$ cat src/rtl/axis_bram_frame_reader_pkg.sv
// Shared types and the sum-scaling helper for the complex averager readout.
// AXIS_BRAM_FRAME_READER_SATURATE_EN selects saturation instead of wrap-around.
package axis_bram_frame_reader_pkg;

    typedef enum logic [1:0] {
        S_IDLE,
        S_READ,
        S_DRAIN
    } state_t;

    localparam int DEF_FRAME_LOG_LENGTH = 10;
    localparam int FRAME_LENGTH = 1 << DEF_FRAME_LOG_LENGTH;
    localparam int SUM_W = 32;
    localparam int HALF_W = 16;

    function automatic logic [HALF_W-1:0] scale(
        input logic [SUM_W-1:0] sum,
        input logic [4:0]       sh
    );
        logic signed [SUM_W-1:0] s;
        s = $signed(sum) >>> sh;
`ifdef AXIS_BRAM_FRAME_READER_SATURATE_EN
        if (s > 32'sd32767)
            scale = 16'h7FFF;
        else if (s < -32'sd32768)
            scale = 16'h8000;
        else
            scale = s[HALF_W-1:0];
`else
        scale = s[HALF_W-1:0];
`endif
    endfunction

endpackage

$ cat src/rtl/axis_skid_buffer2.sv
// Two-entry FIFO between the BRAM read pipeline and the AXIS output.
// Head entry drives the output; valid is purely occupancy-based.
module axis_skid_buffer2
    import axis_bram_frame_reader_pkg::*;
#(
    parameter int WIDTH = 33
) (
    input  logic             i_clk,
    input  logic             i_rst_n,
    input  logic             i_push,
    input  logic [WIDTH-1:0] i_data,
    input  logic             i_ready,
    output logic             o_valid,
    output logic [WIDTH-1:0] o_data,
    output logic [1:0]       o_count
);

    logic [WIDTH-1:0] r_head;
    logic [WIDTH-1:0] r_tail;
    logic [1:0]       r_count;
    logic             w_pop;

    assign w_pop   = (r_count != 2'd0) & i_ready;
    assign o_valid = (r_count != 2'd0);
    assign o_data  = r_head;
    assign o_count = r_count;

    always_ff @(posedge i_clk or negedge i_rst_n) begin
        if (!i_rst_n) begin
            r_head  <= '0;
            r_tail  <= '0;
            r_count <= 2'd0;
        end else begin
            case ({i_push, w_pop})
                2'b11: begin
                    if (r_count == 2'd2) begin
                        r_head <= r_tail;
                        r_tail <= i_data;
                    end else begin
                        r_head <= i_data;
                    end
                end
                2'b10: begin
                    if (r_count == 2'd0)
                        r_head <= i_data;
                    else
                        r_tail <= i_data;
                    r_count <= r_count + 2'd1;
                end
                2'b01: begin
                    r_head  <= r_tail;
                    r_count <= r_count - 2'd1;
                end
                default: ;
            endcase
        end
    end

endmodule

$ cat src/rtl/axis_bram_frame_reader.sv
// Reads one frame of complex sums from BRAM port B and streams them scaled.
// Define AXIS_BRAM_FRAME_READER_SATURATE_EN to saturate instead of truncate.
module axis_bram_frame_reader
    import axis_bram_frame_reader_pkg::*;
#(
    parameter int AXIS_TDATA_WIDTH = 32,
    parameter int BRAM_DATA_WIDTH  = 64,
    parameter int BRAM_ADDR_WIDTH  = 32,
    parameter int FRAME_LOG_LENGTH = DEF_FRAME_LOG_LENGTH
) (
    input  logic                        aclk,
    input  logic                        aresetn,
    input  logic                        start,
    input  logic [4:0]                  AV_log_count,
    output logic                        busy,
    output logic [AXIS_TDATA_WIDTH-1:0] M_AXIS_tdata,
    output logic                        M_AXIS_tvalid,
    input  logic                        M_AXIS_tready,
    output logic                        M_AXIS_tlast,
    output logic [BRAM_ADDR_WIDTH-1:0]  bram_portb_addr,
    output logic                        bram_portb_clk,
    output logic                        bram_portb_en,
    input  logic [BRAM_DATA_WIDTH-1:0]  bram_portb_rddata
);

    localparam int BH = BRAM_DATA_WIDTH / 2;
    localparam int AW = AXIS_TDATA_WIDTH;
    localparam logic [BRAM_ADDR_WIDTH-1:0] LAST_ADDR =
        BRAM_ADDR_WIDTH'((1 << FRAME_LOG_LENGTH) - 1);

    state_t                     r_state;
    state_t                     w_next;
    logic [4:0]                 r_log;
    logic [BRAM_ADDR_WIDTH-1:0] r_rd_addr;
    logic                       r_inflight;
    logic                       r_inflight_last;
    logic                       w_issue;
    logic                       w_pop;
    logic                       w_final;
    logic                       w_valid;
    logic [1:0]                 w_count;
    logic [2:0]                 w_pending;
    logic [AW:0]                w_push_data;
    logic [AW:0]                w_head;

    assign w_pop     = w_valid & M_AXIS_tready;
    assign w_final   = w_pop & w_head[AW];
    assign w_pending = {1'b0, w_count} + {2'b00, r_inflight};

    // A beat leaving this cycle frees a slot, so sustained rate is one per cycle
    always_comb begin
        w_next  = r_state;
        w_issue = 1'b0;
        unique case (r_state)
            S_IDLE: begin
                if (start)
                    w_next = S_READ;
            end
            S_READ: begin
                w_issue = (w_pending < 3'd2) ||
                          ((w_pending == 3'd2) && w_pop);
                if (w_issue && (r_rd_addr == LAST_ADDR))
                    w_next = S_DRAIN;
            end
            S_DRAIN: begin
                if (w_final)
                    w_next = S_IDLE;
            end
            default: w_next = S_IDLE;
        endcase
    end

    always_ff @(posedge aclk or negedge aresetn) begin
        if (!aresetn) begin
            r_state         <= S_IDLE;
            r_log           <= 5'd0;
            r_rd_addr       <= '0;
            r_inflight      <= 1'b0;
            r_inflight_last <= 1'b0;
        end else begin
            r_state         <= w_next;
            r_inflight      <= w_issue;
            r_inflight_last <= w_issue && (r_rd_addr == LAST_ADDR);
            if ((r_state == S_IDLE) && start)
                r_log <= AV_log_count;
            if (w_issue) begin
                if (r_rd_addr == LAST_ADDR)
                    r_rd_addr <= '0;
                else
                    r_rd_addr <= r_rd_addr + 1'b1;
            end
        end
    end

    assign w_push_data = {
        r_inflight_last,
        scale(bram_portb_rddata[BRAM_DATA_WIDTH-1:BH], r_log),
        scale(bram_portb_rddata[BH-1:0], r_log)
    };

    axis_skid_buffer2 #(
        .WIDTH(AW + 1)
    ) u_skid (
        .i_clk   (aclk),
        .i_rst_n (aresetn),
        .i_push  (r_inflight),
        .i_data  (w_push_data),
        .i_ready (M_AXIS_tready),
        .o_valid (w_valid),
        .o_data  (w_head),
        .o_count (w_count)
    );

    assign busy            = (r_state != S_IDLE);
    assign M_AXIS_tvalid   = w_valid;
    assign M_AXIS_tdata    = w_head[AW-1:0];
    assign M_AXIS_tlast    = w_valid & w_head[AW];
    assign bram_portb_addr = r_rd_addr;
    assign bram_portb_en   = w_issue;
    assign bram_portb_clk  = aclk;

endmodule

$ cat config.mk
export PLATFORM = sky130hd
export DESIGN_NAME = axis_bram_frame_reader
export DESIGN_NICKNAME = d
export VERILOG_FILES = /design/src/rtl/axis_bram_frame_reader_pkg.sv /design/src/rtl/axis_skid_buffer2.sv /design/src/rtl/axis_bram_frame_reader.sv
export SDC_FILE = /design/constraint.sdc
export NUM_CORES = 1
export LEC_CHECK = 0
export BUFFER_PORTS_ARGS = -buffer_cell sky130_fd_sc_hd__buf_2
export CAP_MARGIN = 10
export CORE_AREA = 2 2 126 189
export DETAILED_ROUTE_END_ITERATION = 10
export DIE_AREA = 0 0 128 191
export HOLD_SLACK_MARGIN = 0.02
export PLACE_DENSITY = 0.71
export REMOVE_ABC_BUFFERS = 1
export SYNTH_ARGS = -nofsm -noshare
export SYNTH_HDL_FRONTEND = slang
export SYNTH_SLANG_ARGS = --single-unit
$ cat constraint.sdc
create_clock -name aclk -period 4.5 [get_ports aclk]
set_clock_uncertainty 0.2 [all_clocks]
set_input_delay 0.45 -clock aclk [delete_from_list [all_inputs] [get_ports aclk]]
set_output_delay 0.45 -clock aclk [all_outputs]
set_load 0.02 [all_outputs]
==> results.cfg, run 1 <==
[power]
powerDensity_mw_per_mm2 = 541
power_frac_comb = 0.530
seq_power_share = 0.296
leakagePower_nw = 4.29
clockPowerShare = 0.174
p_int_w = 0.00297
total_power_w = 0.00545
p_switching_w = 0.00248
p_sw_frac = 0.454
ir_worst_vdd_uv = 254

[critical_path]
r2r_end = u_skid.o_data[6]
critPathKind = flip-flop to flip-flop
reg2regPathDepth = 6
path_cells = buf_4 -> mux4_1 -> mux2_2 -> o211ai_1 -> a31oi_1 -> a221o_1
r2r_start = r_log[1]
worstPathMaxFanout = 50
slowest_delay_ns = 0.90
required_ns = 4.64
crit_path_end_kind = flip-flop
slowest_stage = dfrtp_4
reg2reg_slack_ns = 1.21
worstPathArrival_ns = 3.43
cp-start-kind = flip-flop

[worst_hold_path]
hold_path.class = input port to flip-flop
min_from = start
min_delay_path_depth = 3
worstHoldEndpoint = r_state[0]

[synth]
synth_top_area_cell = dfrtp_1
synthesis.area_mm2 = 0.00900
postSynthCellCount = 899
yosys_warnings = 0
synth_edf_count = 0
avgSynthCellArea_um2 = 10.0
synthArstFlopShare = 1.00
synth_cell_types = 68
yosysTopAreaCellShare = 0.303
netlist_top_cells_count = 128 x nand2_1, 109 x dfrtp_1, 72 x mux4_2
ys.flop_type = dfrtp_1
yosys_register_bits = 109
yosysSeqAreaShare = 0.303
yosys.cell_count.top_type = nand2_1
netlist_top_cells_area = dfrtp_1 30%, mux4_2 18%, nand2_1 5.3%, mux4_1 3.8%, mux2i_1 3.8%

[route]
avgRoutedWirePerCell_um = 20.7
first_pass_iters = 5
drt_iter0_markers = 555
wl_um = 26200
vias = 7882
ant_nets = 0
vias_per_cell = 6.24
drc = 0

[sta]
hold_viol_final = 0
grt_setup_unrepaired = no
fin_crit_sh = 0.732
finalSetupViolCount = 0
max_freq_mhz = 304
tns_ns = 0
fin_crit_ns = 3.29
maxSlewHeadroom = 0.317
hold_ws_ns = 0.116
tightest_slew_ns = 1.02
slew_viol_final = 0

[floorplanning]
die_area_mm2 = 0.0244
rows = 68
initial_utilization = 0.395
die_w_um = 128
design.core.area_mm2 = 0.0228
fp.dieH_um = 191
io-pin-count = 142

[layout]
final_nets = 1058
layout-drive-gt1-share = 0.301
diodes = 0
layoutNonFillerInstCount = 1263
area_delta_synth_final_pct = 12.0
utilization = 0.442

[placement]
dp_cells = 1238
io_buffers = 141
dp_hpwl_um = 19900
gp_congestion = 0.909

[status]
outcome = finished, final reports clean

[clock_network]
post_cts_buffers = 0
clk-insertion-delay-late_ns = 0.46
tritoncts = done
path_clk_slew_ns = 0.08

[global_routing]
grt_overflow = 0
grt_pass1_wl_um = 41700
grt_max_degree = 67
grt_usage = 0.217
grt_pass1_vias = 7522
grt_antenna_before_repair = 0

[flow_run]
max_cap_viol_count = 0
-- kinds of logic after synthesis --
family	synth area share
fa+ha+maj	0.00973
compound gates	0.151
simple gates	0.145
buf+inv	0.0751
flops	0.303
mux	0.289
xor+xnor	0.0272
-- power groups by stage --
| stage | logic (W) | clock network (W) | registers [W] |
|---|---|---|---|
| global placement | 0.00285 | 0.0000208 | 0.00162 |
| finish | 0.00289 | 0.000946 | 0.00161 |
| global route | 0.00319 | 0.00101 | 0.00167 |
| CTS | 0.00289 | 0.000973 | 0.00162 |
| floorplan | 0.00172 | 0 | 0.00184 |
| detailed placement | 0.00288 | 0.0000208 | 0.00164 |
-- sequential cells by signal (all words and copies together) (netlist names) --
signal and count:
r_inflight_last 1, u_skid.o_count 2, u_skid.r_tail 33, r_state 2
r_inflight 1, bram_portb_addr 32, u_skid.o_data 33, r_log 5
-- worst max-delay path: cells and delay by family (launching register included) --
family                 cells  cell delay [ns]
buffers and inverters      1             0.41
AO/OA/AOI/OAI              3             0.66
multiplexers               2             0.96
flip-flops                 1             0.90
-- timing repair --
item,CTS,global route
gates resized for setup,0,0
hold buffers,6,0
hold endpoints to repair,41,0
-- cells in the final DEF (no fill, tap or decap), types with 13 or more instances in the layout --
master / netlist / routed
mux4_2: 72 / 72
nor2_1: 38 / 38
inv_1: 19 / 19
mux4_1: 13 / 13
nand2_1: 128 / 128
xnor2_1: 24 / 24
buf_2: 14 / 140
mux2_2: 25 / 25
buf_4: 44 / 20
mux2i_1: 34 / 34
dfrtp_1: 109 / 106
nand4_1: 15 / 15
nand3_1: 33 / 33
o21ai_0: 47 / 47
a21oi_1: 48 / 47
-- stage by stage --
step	cell area, µm²	setup slack [ns]
2_1_floorplan	8410	-0.462
3_3_place_gp	9640	1.29
3_5_place_dp	9640	1.25
4_1_cts	10100	1.21
5_1_grt	10100	1.02
6_report	10100	1.21
-- cell type report --
class | instances | area, µm²
Tap cell | 280 | 350
Sequential cell | 109 | 2730
Inverter | 21 | 78.8
Fill cell | 2223 | 12700
Multi-Input combinational cell | 667 | 5610
Timing Repair Buffer | 166 | 926
Clock inverter | 6 | 62.6
Clock buffer | 14 | 319
-- routing by layer --
layer | GRT usage | wire length [µm] | vias to the layer above
met5 | 0 | 0 | -
met4 | 0.103 | 1130 | 0
met3 | 0.0299 | 1400 | 63
met2 | 0.379 | 13600 | 367
met1 | 0.264 | 10000 | 3882
li1 | - | - | 3570
-- worst max path at each step --
stage,startpoint,to,slack [ns],cells after the start
final,r_log[1],u_skid.o_data[6],1.21,6
after detailed placement,r_log[1],u_skid.o_data[6],1.25,6
after floorplan,r_log[1],u_skid.r_tail[0],-0.46,4
after global placement,u_skid.o_count[0],u_skid.o_data[15],1.29,9
after CTS,aclk,bram_portb_clk,1.21,3
after global routing,r_log[1],u_skid.o_data[6],1.02,6
No activity file was read; power rests on OpenSTA's default activity.
==> run 2: changes to the inputs <==
==> constraint.sdc (replaced) <==
create_clock -name aclk -period 3.1 [get_ports aclk]
set_clock_uncertainty 0.2 [all_clocks]
set_input_delay 0.31 -clock aclk [delete_from_list [all_inputs] [get_ports aclk]]
set_output_delay 0.31 -clock aclk [all_outputs]
set_load 0.02 [all_outputs]
==> results.cfg, run 2 (synthesis results as in run 1) <==
[status]
outcome = finished, final reports clean

[layout]
fillers = 2198
seq_area_mm2 = 0.00273
final_cell_mix = 140 x buf_2, 128 x nand2_1, 106 x dfrtp_1
final_nets = 1090
layoutNonFillerInstCount = 1295
multi_input_area_mm2 = 0.00561
area_delta_synth_final_pct = 15.4
utilization = 0.455
layout-drive-gt1-share = 0.322
diodes = 0
layout_commonest_cell = buf_2

[critical_path]
slowest_stage = dfrtp_4
critPathKind = flip-flop to flip-flop
crit_path_end_kind = flip-flop
worstPathMaxFanout = 27
required_ns = 3.23
worstPathArrival_ns = 3.00
path_cells = buf_4 -> mux4_1 -> mux2_2 -> mux4_2 -> a21oi_1 -> o31ai_1
slowest_delay_ns = 0.68
cp-start-kind = flip-flop

[sta]
maxSlewHeadroom = 0.517
slew_viol_final = 0
tns_ns = 0
hold_viol_final = 0
fin_crit_sh = 0.926
tightest_slew_ns = 0.725
grt_setup_unrepaired = no
finalSetupViolCount = 0
hold_ws_ns = 0.0799
max_freq_mhz = 348
fin_crit_ns = 2.87

[global_routing]
grt_pass1_wl_um = 42400
grt_pass1_vias = 7728
grt_overflow = 0
grt_antenna_before_repair = 0
grt_usage = 0.221
grt_max_degree = 66

[power]
leakagePower_nw = 4.47
ir_worst_vdd_uv = 420
powerDensity_mw_per_mm2 = 798
total_power_w = 0.00828

[floorplanning]
design.core.area_mm2 = 0.0228
die_area_mm2 = 0.0244
rows = 68
io-pin-count = 142
fp.dieH_um = 191
initial_utilization = 0.395
die_w_um = 128

[placement]
dp_hpwl_um = 20900
io_buffers = 141
gp_congestion = 0.880
dp_cells = 1269

[route]
vias_per_cell = 6.27
wl_um = 27200
drc = 0
first_pass_iters = 5
ant_nets = 0
vias = 8118
avgRoutedWirePerCell_um = 21.0
drt_iter0_markers = 483

[worst_hold_path]
hold_path.class = input port to flip-flop

[flow_run]
max_cap_viol_count = 0

[clock_network]
path_clk_slew_ns = 0.08
tritoncts = done
clk-insertion-delay-late_ns = 0.46
cts_resized = 0
-- run 2: changes by cell type in the layout (fill, tap and decap cells not counted) --
cell / before / now
dlygate4sd3_1: 6 / 7
inv_6: 3 / 1
buf_12: 1 / 5
bufinv_16: 0 / 1
inv_8: 1 / 2
clkinv_8: 1 / 0
clkinv_4: 1 / 0
buf_4: 20 / 47
clkinvlp_4: 0 / 2
-- run 2: timing repair --
action / 4_1_cts / 5_1_grt
endpoints found under the setup margin: 0 / 0
hold buffers: 7 / 0
endpoints found under the hold margin: 50 / 0
buffers inserted: 0 / 0
-- run 2: cell type report --
cell class,count,share of cell area
Clock buffer,14,0.0307
Clock inverter,6,0.00735
Inverter,21,0.00759
Multi-Input combinational cell,667,0.540
Sequential cell,109,0.263
Tap cell,280,0.0337
Timing Repair Buffer,198,0.117
-- run 2: path summary, 6_finish.rpt --
check                                 startpoint            endpoint  slack (ns)  cells after the start
hold reg to reg                u_skid.o_data[13]   u_skid.o_data[13]        0.28                      2
setup reg to reg                        r_log[1]   u_skid.o_data[24]        0.23                      6
setup / recovery                        r_log[1]   u_skid.o_data[24]        0.23                      6
max in group asynchronous                aresetn   u_skid.o_data[24]        1.70                      3
min in group asynchronous                aresetn  bram_portb_addr[2]        0.22                      2
hold / removal             bram_portb_rddata[63]   u_skid.r_tail[31]        0.08                      3
-- run 2: per-stage QoR --
step                      setup slack, ns  cell area, µm²
after floorplan                     -1.86            8410
after global placement              0.301            9920
after detailed placement            0.252            9920
after CTS                           0.232           10400
after global routing                0.119           10400
final                               0.230           10400
-- run 2: worst max-delay path, delay by kind of cell (launching register included) --
kind | cells | cell delay (ns)
flops | 1 | 0.68
compound gates | 2 | 0.22
mux | 3 | 1.37
buf+inv | 1 | 0.25
-- run 2: metal layers --
metal  vias up  part of all wire  track usage  wire length (µm)
li1       3638                 -            -                 -
met1      4049              0.39        0.262             10600
met2       352              0.52        0.395             14100
met3        79             0.047       0.0271              1280
met4         0             0.046        0.107              1250
met5         -                 0            0                 0
-- run 2: where the power goes --
group | leakage [nW] | internal [W] | switching (W)
Clock | 0.190 | 0.000837 | 0.000606
Sequential | 1.35 | 0.00193 | 0.000431
Combinational | 2.93 | 0.00183 | 0.00265
Total | 4.47 | 0.00460 | 0.00368
==> run 3: changes to the inputs <==
--- a/config.mk
+++ b/config.mk
@@ -6,12 +6,13 @@
 export NUM_CORES = 1
 export LEC_CHECK = 0
 export BUFFER_PORTS_ARGS = -buffer_cell sky130_fd_sc_hd__buf_2
-export CAP_MARGIN = 10
-export CORE_AREA = 2 2 126 189
+export CELL_PAD_IN_SITES_DETAIL_PLACEMENT = 1
+export CELL_PAD_IN_SITES_GLOBAL_PLACEMENT = 1
+export CORE_AREA = 2 2 119 179
 export DETAILED_ROUTE_END_ITERATION = 10
-export DIE_AREA = 0 0 128 191
+export DIE_AREA = 0 0 121 181
 export HOLD_SLACK_MARGIN = 0.02
-export PLACE_DENSITY = 0.71
+export PLACE_DENSITY = 0.92
 export REMOVE_ABC_BUFFERS = 1
 export SYNTH_ARGS = -nofsm -noshare
 export SYNTH_HDL_FRONTEND = slang
==> results.cfg, run 3 (synthesis results as in run 1) <==
[layout]
fillers = 2308
final_nets = 1082
diodes = 0
design_area_mm2 = 0.0103
layout_commonest_cell = buf_2
final_cell_mix = 140 x buf_2, 128 x nand2_1, 106 x dfrtp_1
layout-drive-gt1-share = 0.318
utilization = 0.508
multi_input_area_mm2 = 0.00561
seq_area_mm2 = 0.00273
area_delta_synth_final_pct = 14.4

[sta]
fin_crit_ns = 2.96
grt_setup_unrepaired = no
hold_ws_ns = 0.0582
maxSlewHeadroom = 0.518
tightest_slew_ns = 0.723
finalWorstSetupSlack_ns = 0.143
fin_crit_sh = 0.954
slew_viol_final = 0
finalSetupViolCount = 0
max_freq_mhz = 338
hold_viol_final = 0

[critical_path]
crit_path_end_kind = flip-flop
cp-start-kind = flip-flop
worstPathMaxFanout = 27
reg2reg_slack_ns = 0.14
required_ns = 3.23
critPathKind = flip-flop to flip-flop
worstPathArrival_ns = 3.09

[global_routing]
grt_max_degree = 42
grt_antenna_before_repair = 0
grt_pass1_wl_um = 48600
grt_usage = 0.283
grt_pass1_vias = 8737
grt_overflow = 0

[floorplanning]
fp.dieH_um = 181
die_area_mm2 = 0.0219
initial_utilization = 0.444
io-pin-count = 142
die_w_um = 121
rows = 64
design.core.area_mm2 = 0.0203

[route]
drc = 0
avgRoutedWirePerCell_um = 24.1
wl_um = 30700
first_pass_iters = 5
vias = 8346
ant_nets = 0
vias_per_cell = 6.57
drt_iter0_markers = 649

[status]
outcome = finished, final reports clean

[flow_run]
max_cap_viol_count = 0

[power]
total_power_w = 0.00838
p_switching_w = 0.00382
clockPowerShare = 0.171
ir_worst_vdd_uv = 378
seq_power_share = 0.285
p_sw_frac = 0.456
power_frac_comb = 0.544
leakagePower_nw = 4.42
powerDensity_mw_per_mm2 = 814
p_int_w = 0.00456

[placement]
placed_area_mm2 = 0.00984
gp_congestion = 0.968
io_buffers = 141
preCtsSetupSlack_ns = 0.149
dp_hpwl_um = 23400

[clock_network]
post_cts_buffers = 0
clk-insertion-delay-late_ns = 0.47
tritoncts = done
path_clk_slew_ns = 0.08

[worst_hold_path]
hold_path.class = input port to flip-flop
run 3: final timing paths:
check | startpoint | to | cells after the start
setup / recovery | r_log[1] | u_skid.r_tail[25] | 6
setup reg to reg | r_log[1] | u_skid.r_tail[25] | 6
max in group asynchronous | aresetn | u_skid.r_tail[17] | 3
hold reg to reg | u_skid.r_tail[20] | u_skid.r_tail[20] | 2
hold / removal | bram_portb_rddata[63] | u_skid.r_tail[31] | 3
min in group asynchronous | aresetn | bram_portb_addr[23] | 2
run 3: final cells by class:
cell class | count | share of cell area
Multi-Input combinational cell | 667 | 0.545
Sequential cell | 109 | 0.265
Timing Repair Buffer | 190 | 0.112
Tap cell | 264 | 0.0321
Clock buffer | 15 | 0.0313
Inverter | 21 | 0.00765
Clock inverter | 5 | 0.00620
run 3: timing repair:
action                                 in CTS  in global routing
hold buffers                                7                  0
setup endpoints to repair                   0                  4
resized for setup                           0                  2
endpoints found under the hold margin      43                  0
run 3: critical path: stages, from the launching register on:
cell and delay, ns:
dfrtp_4 0.70, buf_4 0.34, mux4_2 0.58, mux2i_1 0.32, nor2_1 0.10, a211oi_1 0.39, o21ai_0 0.18
run 3: stage by stage:
stage / cells / TNS, ns
CTS: 1271 / 0
finish: 1271 / 0
floorplan: 797 / -91.06
global route: 1271 / 0
global placement: 1245 / 0
detailed placement: 1245 / 0
run 3: power by group through the flow:
| stage | clock [W] | sequential [W] | combinational, W |
|---|---|---|---|
| global route | 0.00151 | 0.00246 | 0.00493 |
| floorplan | 0 | 0.00267 | 0.00249 |
| global placement | 0.0000301 | 0.00238 | 0.00431 |
| finish | 0.00143 | 0.00239 | 0.00456 |
| CTS | 0.00146 | 0.00238 | 0.00453 |
| detailed placement | 0.0000301 | 0.00240 | 0.00447 |
run 3: layer usage:
| metal | global-route usage | vias to the layer above | part of all wire |
|---|---|---|---|
| li1 | - | 3617 | - |
| met1 | 0.327 | 4281 | 0.37 |
| met2 | 0.517 | 370 | 0.54 |
| met3 | 0.0284 | 78 | 0.049 |
| met4 | 0.132 | 0 | 0.044 |
| met5 | 0 | - | 0 |
